<file path="src/rtl/store_check_pkg.sv">
// rtl/store_check_pkg.sv - shared types and default constants for the store checker
package store_check_pkg;

    typedef enum logic [1:0] {
        ST_RUN,
        ST_PASS,
        ST_FAIL
`ifdef STORE_CHECK_TIMEOUT_EN
        , ST_TIMEOUT
`endif
    } state_t;

    typedef struct packed {
        logic [31:0] adr;
        logic [31:0] data;
    } log_entry_t;

    localparam logic [31:0] DEFAULT_PASS_ADR       = 32'd100;
    localparam logic [31:0] DEFAULT_PASS_DATA      = 32'd25;
    localparam int          DEFAULT_TIMEOUT_CYCLES = 1000;

endpackage

</file>
<file path="src/rtl/store_check_fifo.sv">
// rtl/store_check_fifo.sv - DEPTH-entry log FIFO; push into a full FIFO succeeds only alongside a pop
module store_check_fifo
    import store_check_pkg::*;
#(
    parameter int DEPTH = 8
) (
    input  logic       clk,
    input  logic       reset,
    input  logic       push,
    input  log_entry_t push_entry,
    input  logic       pop,
    output log_entry_t head,
    output logic       full,
    output logic       empty
);

    localparam int AW = $clog2(DEPTH);

    log_entry_t     mem [DEPTH];
    logic [AW-1:0]  wr_ptr;
    logic [AW-1:0]  rd_ptr;
    logic [AW:0]    count;
    logic           do_push;
    logic           do_pop;

    assign empty   = (count == '0);
    assign full    = (count == (AW+1)'(DEPTH));
    assign do_pop  = pop && !empty;
    assign do_push = push && (!full || do_pop);
    assign head    = mem[rd_ptr];

    always_ff @(posedge clk) begin
        if (reset) begin
            wr_ptr <= '0;
            rd_ptr <= '0;
            count  <= '0;
        end else begin
            if (do_push) wr_ptr <= wr_ptr + 1'b1;
            if (do_pop)  rd_ptr <= rd_ptr + 1'b1;
            case ({do_push, do_pop})
                2'b10:   count <= count + 1'b1;
                2'b01:   count <= count - 1'b1;
                default: count <= count;
            endcase
        end
    end

    // When full, wr_ptr == rd_ptr: the slot being popped is reused by the simultaneous push.
    always_ff @(posedge clk) begin
        if (do_push) mem[wr_ptr] <= push_entry;
    end

endmodule

</file>
<file path="config.mk">
export PLATFORM = sky130hd
export DESIGN_NAME = store_check_fifo
export DESIGN_NICKNAME = d
export VERILOG_FILES = /design/src/rtl/store_check_pkg.sv /design/src/rtl/store_check_fifo.sv
export SDC_FILE = /design/constraint.sdc
export NUM_CORES = 1
export LEC_CHECK = 0
export ABC_CLOCK_PERIOD_IN_PS = 7900
export CAP_MARGIN = 20
export CORE_MARGIN = 2
export CORE_UTILIZATION = 40
export DETAILED_ROUTE_END_ITERATION = 10
export GPL_ROUTABILITY_DRIVEN = 0
export PLACE_DENSITY = 0.63
export SETUP_SLACK_MARGIN = 0.02
export SLEW_MARGIN = 10
export SYNTH_ARGS = -nofsm -noshare
export SYNTH_HDL_FRONTEND = slang
export SYNTH_SLANG_ARGS = --single-unit
</file>
<file path="constraint.sdc">
create_clock -name clk -period 7.9 [get_ports clk]
set_clock_uncertainty 0.15 [all_clocks]
set_input_delay 0.79 -clock clk [delete_from_list [all_inputs] [get_ports clk]]
set_output_delay 0.79 -clock clk [all_outputs]
set_load 0.005 [all_outputs]
</file>
==> Yosys cells after proc, flatten, opt, wreduce, memory -nomap -nowiden <==
Memory sizes are Yosys's and may differ from the RTL's. A register that Yosys moved wholly into a read port is not among the register bits.
Cells that the tools add are included.
{ "totals": {"reg_bits": 10, "mem_bits_rw": 512, "input_bits": 68, "out_inout_bits": 66, "wordCells": 23, "mem_count": 1} }
{ "mem_list": {"columns": ["memory", "depth", "width", "rd", "rd_clocked_by_memory_dff", "write_ports", "line", "source"], "rows": [
  ["mem", 8, 64, 1, 1, 1, "store_check_fifo.sv:19", "log_entry_t mem [DEPTH];"]
]} }
{ "op_classes": {"addsub": 4, "n_eq_ne": 3, "muxes": 5, "n_reduce_logical": 7} }
{ "ops": {"columns": ["op", "n"], "rows": [
  ["case mux 4 bit (2 select lines)", 1],
  ["adder 3 x 1 -> 3 bit, second input constant", 2],
  ["two-way mux 3 bit", 2],
  ["adder 4 x 1 -> 4 bit, second input constant", 1],
  ["equality test 4 bit, second input constant", 1],
  ["zero test 4 bit", 1],
  ["subtractor 4 x 1 -> 4 bit, second input constant", 1],
  ["equality test 2 x 1 -> 1 bit, second input constant", 1],
  ["equality test 2 bit, second input constant", 1],
  ["logical AND 1 bit", 2],
  ["zero test 1 bit", 2],
  ["two-way mux 1 bit", 2],
  ["nonzero test 2 bit", 1],
  ["logical OR 1 bit", 1]
]} }

==> Depth between registers and ports, before layout <==
Gate-level depths: netlist of run 1.
{ "depth": {"depth_word": 7, "ltp_mapped": 10, "ltp_nobuf": 9} }

==> Least setup slack after synthesis of run 1 <==
OpenSTA, ideal clock, no wires.
{ "synth_path": {"path_type": "input to register", "startpoint": "input port push", "endpoint": "memory mem[0][0] in the netlist's numbering (enable)", "setup_time_ns": 0.644, "t_arrival_ns": 7.287, "required_ns": 7.106, "setup_slack_ns": -0.181, "path_stages": 3, "path_buffers": 1, "path_cell_list": "clkbuf_1 -> o21ai_4 -> nor4_1"} }
{ "synth_via": {"elab_chain_cells": 3} }
{ "synth_rtl": {"columns": ["element", "line", "source"], "rows": [
  ["start: declaration", "store_check_fifo.sv:9", "input logic push,"],
  ["logical AND 1 bit", "store_check_fifo.sv:29", "assign do_push = push && (!full || do_pop);"],
  ["two-way mux 1 bit", "store_check_fifo.sv:50", "if (do_push) mem[wr_ptr] <= push_entry;"],
  ["two-way mux 1 bit (not written as such)", "store_check_fifo.sv:50", null],
  ["end: declaration", "store_check_fifo.sv:19", null]
]} }
Every way passes these cells.

==> impl_metrics.yaml, run 1 <==
clock_tree:
  clock_tree_from_tritoncts: "done"
  cts-root-buf: "sky130_fd_sc_hd__clkbuf_16"
  numCtsBuffers: 52
  h-tree-depth: 2
  post-cts-setup-buffers: 0
  clk_pin_slew_worst_paths_ns: 0.06
  clk_latency_ns: 0.58
  holdBufCountCts: 0
  clock_tree.buffer_depth: 3
  cts_resized: 0
  clock_sinks: 525
pwr:
  power_per_cell_area_nw_per_um2: 304
  leakagePower_nw: 7.30
  worst_vdd_ir_mv: 0.184
critical_path:
  arrival_ns: 3.66
  critical_path.endpoint_type: "output port"
  r2r_cells: 9
  cpMaxStageDelayCell: "sky130_fd_sc_hd__dfxtp_4"
  timing.critical_path.from_type: "flop"
  worst-r2r-setup-slack_ns: 5.12
  cp_cell_sequence: "buf_4 > mux4_2 > mux2_2 > clkdlybuf4s50_1"
  type_of_the_worst_setup_path: "flop to output port"
  reg_to_reg_critical_path_startpoint: "count[1]"
  crit_required_ns: 6.96
  critical-path-top-delay-family: "buffers and inverters"
  worst_r2r_endpoint: "count[3]"
  worstPathBufferInverterCount: 2
  critical_path_peak_fanout: 44
  cpPeakStageDelay_ns: 0.93
final_layout:
  num-nets-final: 1065
  final-seq-area_um2: 15600
  antenna_cells: 0
  synthToLayoutAreaGrowth_pct: 18.9
  fin_area_um2: 23700
  area_of_the_multi_input_gates_um2: 4110
  n_fill_cell: 3985
  drive_above_1_share_pct: 28.9
sta:
  final_period_demand_of_the_worst_path_ns: 4.60
  final_min_period_over_clock_period_pct: 58.2
  finalHoldWorstSlack_ns: 0.397
  final_hold_viol_count: 0
  final_max_slew_viol_count: 0
  setup_viol_count_final: 0
  worst-slew-pin-transition_ns: 0.894
  slew_headroom_pct: 40.4
  setup_tns_ns: 0
  rsz_0062_raised_after_global_routing: "no"
  fmax_ghz: 0.218
status:
  outcome: "finished clean"
place:
  io_buffers: 133
  detailedPlacementHpwl_mm: 20.1
  placedInstanceArea_um2: 22100
yosys:
  synth-seq-area-share_pct: 78.4
  synth-edff-count: 512
  ys_async_sr_fraction_pct: 0
  synth.net_count: 895
  yosys_synthesis_warning_count: 0
  synth_cell_types: 38
  postSynthRegisterBits: 525
  syn_area_um2: 19900
  avgSynthCellArea_um2: 24.3
  netlist_instances: 822
  postSynth.topFlopCell: "sky130_fd_sc_hd__edfxtp_1"
min_path:
  hold_path.class: "flop to flop"
  hold_path_depth: 2
  min-delay-start: "rd_ptr[1]"
drt:
  detailroute.wirelength.met2_mm: 19.0
  firstDrtPassIters: 4
  highest_layer: "met5"
  drt-wirelength-per-cell_um: 23.1
  drt_drc_violations_left: 0
  vias_per_cell: 5.20
  wirelength_mm: 39.2
  route.vias.total: 8828
  m1WireLength_mm: 17.6
  ant_nets: 0
  detailroute.wirelength.met3_mm: 1.93
  detailedRoute.firstIterationViolations: 632
floorplan:
  die_w_um: 227
  initial_utilization_pct: 40.7
  floorplan_die_height_um: 227
  io_pins: 134
  rows: 81
  die_area_um2: 51700
  coreArea_um2: 49100
global_route:
  initial_antenna_violation_count: 1
  globalRouteTotalUtil_pct: 15.5
  pin_count_of_the_biggest_net_entering_global_routing: 58
  grt_first_pass_wirelength_mm: 58.2
  globalRouteOverflowTotal: 0
  first_global_vias: 9338
run:
  timing.max_cap.violations: 0
==> final cells by class <==
class                           count  share of cell area (%)
Clock buffer                       67                    5.81
Tap cell                          664                    3.50
Inverter                            3                  0.0475
Sequential cell                   525                    66.0
Clock inverter                     29                    1.04
Timing Repair Buffer              155                    6.31
Multi-Input combinational cell    255                    17.3
==> how the worst max path moves through the flow <==
stage / startpoint / to / cells past startpoint
2_1_floorplan: push / mem[4][0] / 3
3_3_place_gp: flop / head[4] / 4
3_5_place_dp: flop / head[4] / 4
4_1_cts: flop / head[4] / 4
5_1_grt: flop / head[4] / 4
6_report: flop / head[4] / 4
==> stage by stage <==
stage / setup WS [ns] / std cells / util (%) / total power [mW]
6_report: 3.30 / 1698 / 48.4 / 7.20
5_1_grt: 2.96 / 1698 / 48.4 / 7.53
4_1_cts: 3.13 / 1698 / 48.4 / 7.32
3_5_place_dp: 3.78 / 1602 / 45.0 / 4.94
3_3_place_gp: 3.79 / 1602 / 45.0 / 4.93
2_1_floorplan: 1.51 / 822 / - / 4.37
==> cells in the final DEF (no fill, tap or decap), drive strengths merged, types with 2 or more instances in the layout <==
cell type | synthesis | routed
o211ai | 3 | 3
a211oi | 2 | 2
clkbuf | 12 | 67
clkinv | 0 | 21
nand2 | 2 | 2
ha | 4 | 4
nand2b | 4 | 4
mux2 | 64 | 64
buf | 27 | 22
nand3 | 2 | 2
inv | 3 | 6
clkdlybuf4s50 | 0 | 133
dfxtp | 13 | 13
a21oi | 2 | 2
xnor2 | 3 | 3
nor2 | 15 | 15
bufinv | 0 | 4
nor3 | 5 | 5
mux2i | 3 | 3
mux4 | 128 | 128
o21ai | 2 | 2
edfxtp | 512 | 512
xor2 | 4 | 4
==> cells by family after synthesis <==
logic type,count (synthesis),synth area share [%]
mux,195,18.2
fa+ha+maj,5,0.351
xor+xnor,7,0.307
simple gates,35,0.878
compound gates,13,0.546
buf+inv,42,1.29
flops,525,78.4
==> registers in the layout, indices dropped and copies added (netlist names), named ones only <==
name and count:
count 4, mem 512, rd_ptr 3, wr_ptr 3
==> metal layers <==
| metal | vias to the layer above | track usage (%) |
|---|---|---|
| li1 | 3843 | - |
| met1 | 4740 | 22.1 |
| met2 | 191 | 24.9 |
| met3 | 52 | 3.02 |
| met4 | 2 | 3.88 |
| met5 | - | 0 |
==> synthesized netlist by cell type, types with 4 or more instances <==
| cell type | number | area share, % |
|---|---|---|
| sky130_fd_sc_hd__buf_2 | 4 | 0.10 |
| sky130_fd_sc_hd__ha_1 | 4 | 0.25 |
| sky130_fd_sc_hd__nand2b_1 | 4 | 0.13 |
| sky130_fd_sc_hd__nor2_1 | 15 | 0.28 |
| sky130_fd_sc_hd__nor3_1 | 5 | 0.13 |
| sky130_fd_sc_hd__buf_1 | 9 | 0.17 |
| sky130_fd_sc_hd__mux4_2 | 128 | 14 |
| sky130_fd_sc_hd__clkbuf_1 | 11 | 0.21 |
| sky130_fd_sc_hd__dfxtp_1 | 13 | 1.3 |
| sky130_fd_sc_hd__xor2_1 | 4 | 0.18 |
| sky130_fd_sc_hd__mux2_2 | 64 | 3.6 |
| sky130_fd_sc_hd__edfxtp_1 | 512 | 77 |
| sky130_fd_sc_hd__buf_6 | 11 | 0.62 |
==> power by group <==
part | switching (mW) | internal [mW] | total (mW)
Clock | 0.998 | 1.36 | 2.36
Sequential | 0.116 | 3.19 | 3.30
Combinational | 0.607 | 0.934 | 1.54
Total | 1.72 | 5.48 | 7.20
==> tightest hold or removal path: stages (launching register included) <==
cell	delay (ns)
sky130_fd_sc_hd__dfxtp_1	0.31
sky130_fd_sc_hd__mux2i_1	0.13
sky130_fd_sc_hd__nor2_1	0.07
(Power assumes the default switching activity.)
==> run 2: changes to the inputs <==
- ABC_CLOCK_PERIOD_IN_PS: 7900 -> 4700
- PLACE_DENSITY: 0.63 -> 0.61
- clock period: 7.9 -> 4.7 ns (I/O delays scaled with it)
==> run 2 against run 1 <==
Effect of this change: combinational power increased by 75%; via count fell by 1.0%; critical path depth stayed put; die area unchanged; sequential power grew 67%; count of clock-buffer cells in the layout is 3 higher; sequential share of layout area is 0.066 points lower; setup slack lost 2.3 ns; largest cell class unchanged; first-iteration DRC count up 16%; sequential cell count is the same; total power rose by 67%; clock power increased by 63%.
==> impl_metrics.yaml, run 2 (synthesis gave the netlist of run 1 again) <==
final_layout:
  finalNonFillerCells: 1697
  most_flops_register: "mem"
  num-nets-final: 1066
  final-seq-area_um2: 15600
  synthToLayoutAreaGrowth_pct: 19.1
  antenna_cells: 0
  n_fill_cell: 3965
  drive_above_1_share_pct: 28.8
  area_of_the_multi_input_gates_um2: 4110
  final_common_cell: "sky130_fd_sc_hd__edfxtp_1"
  layout_common_cells: "sky130_fd_sc_hd__edfxtp_1, sky130_fd_sc_hd__clkdlybuf4s50_1, sky130_fd_sc_hd__mux4_2"
  largest_register_ff_count: 512
  reg_top3: "mem x512, count x4"
sta:
  final_hold_viol_count: 0
  final_max_slew_viol_count: 0
  setup_tns_ns: 0
  final_period_demand_of_the_worst_path_ns: 3.71
  fmax_ghz: 0.270
  final_min_period_over_clock_period_pct: 78.9
  rsz_0062_raised_after_global_routing: "no"
  worst-slew-pin-transition_ns: 0.936
  slew_headroom_pct: 37.1
  setup_viol_count_final: 0
place:
  placed_cells_incl_taps: 1603
  io_buffers: 133
  detailedPlacementHpwl_mm: 20.8
critical_path:
  cpMaxStageDelayCell: "sky130_fd_sc_hd__dfxtp_4"
  type_of_the_worst_setup_path: "flop to output port"
  timing.critical_path.from_type: "flop"
  cpPeakStageDelay_ns: 0.65
  crit_required_ns: 4.08
  critical_path.endpoint_type: "output port"
  cp_cell_sequence: "buf_12 > mux4_2 > mux2_2 > clkdlybuf4s50_1"
  critical_path_peak_fanout: 54
  arrival_ns: 3.09
floorplan:
  coreArea_um2: 49100
  rows: 81
  die_w_um: 227
  initial_utilization_pct: 40.7
  floorplan_die_height_um: 227
  die_area_um2: 51700
  io_pins: 134
drt:
  ant_nets: 0
  firstDrtPassIters: 5
  wirelength_mm: 39.1
  drt-wirelength-per-cell_um: 23.1
  detailedRoute.firstIterationViolations: 731
  vias_per_cell: 5.15
  route.vias.total: 8738
  drt_drc_violations_left: 0
pwr:
  power_report.internal_total_mw: 9.13
  power.combinational.fraction_pct: 22.4
  p_clk_share_pct: 31.9
  power.switching_fraction_pct: 24.2
  power_per_cell_area_nw_per_um2: 507
  worst_vdd_ir_mv: 0.306
  switching_power_mw: 2.91
  part_of_the_total_power_dissipated_in_sequential_elements_pct: 45.8
  leakagePower_nw: 7.29
global_route:
  initial_antenna_violation_count: 1
  globalRouteOverflowTotal: 0
  pin_count_of_the_biggest_net_entering_global_routing: 69
  first_global_vias: 9345
  globalRouteTotalUtil_pct: 15.4
  grt_first_pass_wirelength_mm: 58.1
clock_tree:
  holdBufCountCts: 0
  clock_tree_from_tritoncts: "done"
  cts-root-buf: "sky130_fd_sc_hd__clkbuf_16"
  cts_resized: 0
  clk_latency_ns: 0.59
  numCtsBuffers: 52
  clock_sinks: 525
  clock_tree.buffer_depth: 3
  h-tree-depth: 2
  clk_pin_slew_worst_paths_ns: 0.06
  post-cts-setup-buffers: 0
min_path:
  hold_path.class: "flop to flop"
run:
  timing.max_cap.violations: 0
status:
  outcome: "finished clean"
## run 2: worst paths after layout
kind	startpoint	endpoint	slack, ns	cells past startpoint
setup / recovery	flop	head[12]	0.99	4
hold / removal	rd_ptr[2]	flop	0.40	2
setup reg to reg	count[1]	count[3]	2.04	9
hold reg to reg	rd_ptr[2]	flop	0.40	2
## run 2: routing by layer
layer | vias up | GRT usage, % | share of wire, %
met5 | - | 0 | 0.026
met4 | 2 | 3.92 | 1.6
li1 | 3840 | - | -
met2 | 186 | 24.5 | 48
met1 | 4667 | 21.6 | 45
met3 | 43 | 3.64 | 5.4
## run 2: final cells by class
cell class	count	area share [%]
Sequential cell	525	65.9
Multi-Input combinational cell	255	17.3
Timing Repair Buffer	156	6.60
Clock buffer	70	5.81
Tap cell	664	3.50
Clock inverter	24	0.822
Inverter	3	0.0474
## run 2: per-stage QoR
stage	total power, mW	setup slack [ns]	util (%)	cell area, um2	hold slack (ns)
6_report	12.0	0.992	48.4	23700	0.398
5_1_grt	12.6	0.808	48.4	23700	0.422
4_1_cts	12.2	0.901	48.4	23700	0.400
3_5_place_dp	8.38	1.55	45.2	22200	0.380
3_3_place_gp	8.36	1.55	45.2	22200	0.360
2_1_floorplan	7.35	-1.35	-	20000	0.335
## run 2: power by group through the flow
stage / sequential, mW / combinational, mW / clock (mW)
2_1_floorplan: 5.52 / 1.82 / 0
3_3_place_gp: 5.61 / 2.75 / 0
3_5_place_dp: 5.62 / 2.76 / 0
4_1_cts: 5.52 / 2.78 / 3.95
5_1_grt: 5.54 / 2.91 / 4.13
6_report: 5.51 / 2.69 / 3.84
## run 2: critical path: cells and delay by family, from the launching register on
kind     cells  cell delay [ns]
buf+inv      2             0.90
mux          2             0.89
flops        1             0.65
==> run 3: changes to the inputs <==
- ABC_CLOCK_PERIOD_IN_PS: 4700 -> 3400
- PLACE_DENSITY: 0.61 -> 0.63
- clock period: 4.7 -> 3.4 ns (I/O delays scaled with it)
==> run 3 against run 2 <==
Effect of this change: sequential share of layout area shrank 0.62 points; critical endpoint is now head[63]; core utilization rose by 0.48 points; largest power group unchanged; sequential cell count unchanged; non-clock buffer count is 5 higher; die area did not move; largest cell class unchanged; cell count rose by 0.29%.
==> impl_metrics.yaml, run 3 (synthesis gave the netlist of run 1 again) <==
critical_path:
  cp_cell_sequence: "buf_4 > mux4_2 > mux2_2 > clkdlybuf4s50_1"
  critical_path.endpoint_type: "output port"
  arrival_ns: 2.74
  worstPathBufferInverterCount: 2
  type_of_the_worst_setup_path: "flop to output port"
  timing.critical_path.from_type: "flop"
  reg_to_reg_critical_path_startpoint: "count[1]"
  critical_path_peak_fanout: 22
  worst-r2r-setup-slack_ns: 0.70
  crit_required_ns: 2.91
  worst_r2r_endpoint: "count[3]"
  r2r_cells: 9
  critical-path-top-delay-family: "multiplexers"
  cpMaxStageDelayCell: "sky130_fd_sc_hd__mux4_2"
  cpPeakStageDelay_ns: 0.56
final_layout:
  reg_top3: "mem x512, count x4"
  largest_register_ff_count: 512
  finalNonFillerCells: 1702
  drive_above_1_share_pct: 29.5
  final_common_cell: "sky130_fd_sc_hd__edfxtp_1"
  fin_area_um2: 24000
  area_of_the_multi_input_gates_um2: 4140
  final-seq-area_um2: 15700
  synthToLayoutAreaGrowth_pct: 20.2
  num-nets-final: 1069
  layout_common_cells: "sky130_fd_sc_hd__edfxtp_1, sky130_fd_sc_hd__clkdlybuf4s50_1, sky130_fd_sc_hd__mux4_2"
  most_flops_register: "mem"
  layout.core_utilization_pct: 48.9
  n_fill_cell: 3953
sta:
  slew_headroom_pct: 44.6
  finalWorstSetupSlack_ns: 0.171
  final_hold_viol_count: 0
  worst-slew-pin-transition_ns: 0.827
  setup_tns_ns: 0
  setup_viol_count_final: 0
  finalHoldWorstSlack_ns: 0.344
  fmax_ghz: 0.310
  final_period_demand_of_the_worst_path_ns: 3.23
  final_max_slew_viol_count: 0
  final_min_period_over_clock_period_pct: 95.0
  rsz_0062_raised_after_global_routing: "yes"
clock_tree:
  clock_sinks: 525
  post-cts-setup-buffers: 0
  cts-root-buf: "sky130_fd_sc_hd__clkbuf_16"
  holdBufCountCts: 0
  clk_pin_slew_worst_paths_ns: 0.06
  numCtsBuffers: 50
  h-tree-depth: 2
  clk_latency_ns: 0.58
  clock_tree.buffer_depth: 3
  clock_tree_from_tritoncts: "done"
floorplan:
  floorplan_die_height_um: 227
  rows: 81
  initial_utilization_pct: 40.7
  die_area_um2: 51700
  io_pins: 134
  coreArea_um2: 49100
  die_w_um: 227
pwr:
  power.switching_fraction_pct: 23.5
  power_report.internal_total_mw: 12.8
  p_clk_share_pct: 32.0
  power_per_cell_area_nw_per_um2: 698
  switching_power_mw: 3.93
  worst_vdd_ir_mv: 0.490
  leakagePower_nw: 7.36
  part_of_the_total_power_dissipated_in_sequential_elements_pct: 45.2
  overall_power_mw: 16.7
  power.combinational.fraction_pct: 22.8
run:
  timing.max_cap.violations: 0
global_route:
  grt_first_pass_wirelength_mm: 57.2
  globalRouteOverflowTotal: 0
  globalRouteTotalUtil_pct: 15.0
  initial_antenna_violation_count: 4
  first_global_vias: 9518
  pin_count_of_the_biggest_net_entering_global_routing: 65
place:
  detailedPlacementHpwl_mm: 21.0
  placedInstanceArea_um2: 22400
  detailedPlace.worstSlack_ns: 0.618
  io_buffers: 133
  placed_cells_incl_taps: 1608
drt:
  route.vias.total: 8823
  vias_per_cell: 5.18
  drt-wirelength-per-cell_um: 22.2
  drt_drc_violations_left: 0
  detailedRoute.firstIterationViolations: 682
  wirelength_mm: 37.8
  ant_nets: 0
  firstDrtPassIters: 5
min_path:
  hold_path.class: "input pin to flop"
  hold_end: "mem[5][58]"
  min-delay-start: "push_entry[58]"
  hold_path_depth: 1
status:
  outcome: "finished clean"
-- run 3: worst register-to-register path, delay by kind of cell, from the launching register on --
kind	cells	cell delay (ns)
compound gates	4	0.75
fa+ha+maj	1	0.31
buf+inv	1	0.06
flops	1	0.35
simple gates	3	0.99
-- run 3: worst max path at each step --
stage             start         end  slack [ns]  cells past startpoint
2_1_floorplan  count[1]   mem[7][0]       -0.72                      4
3_3_place_gp        pop  mem[4][31]        0.67                      5
3_5_place_dp       push  mem[7][31]        0.62                      4
4_1_cts            flop     head[5]        0.04                      4
5_1_grt            flop     head[0]        0.02                      4
6_report           flop    head[63]        0.17                      4
-- run 3: final cells by class --
cell class                      instances  share of cell area (%)
Sequential cell                       525                    65.3
Multi-Input combinational cell        255                    17.3
Timing Repair Buffer                  161                    7.29
Clock buffer                           66                    5.73
Tap cell                              664                    3.46
Clock inverter                         26                   0.898
Inverter                                3                  0.0470
Antenna cell                            2                  0.0209
-- run 3: timing repair --
action | in CTS | in global routing
hold endpoints to repair | 0 | 0
gates resized for setup | 0 | 1
endpoints found under the setup margin | 0 | 16
-- run 3: layer usage --
layer	track usage, %	vias up	wire length [um]
met4	4.83	4	799
li1	-	3857	-
met2	24.2	175	18500
met5	0	-	28
met1	20.5	4734	16600
met3	3.11	53	1850
-- run 3: power groups by stage --
stage               Sequential [mW]  Combinational, mW  Clock (mW)
global placement               7.69               3.89           0
floorplan                      7.63               2.55           0
detailed placement             7.70               3.91           0
CTS                            7.56               3.93        5.51
global route                   7.59               4.13        5.75
finish                         7.56               3.81        5.36
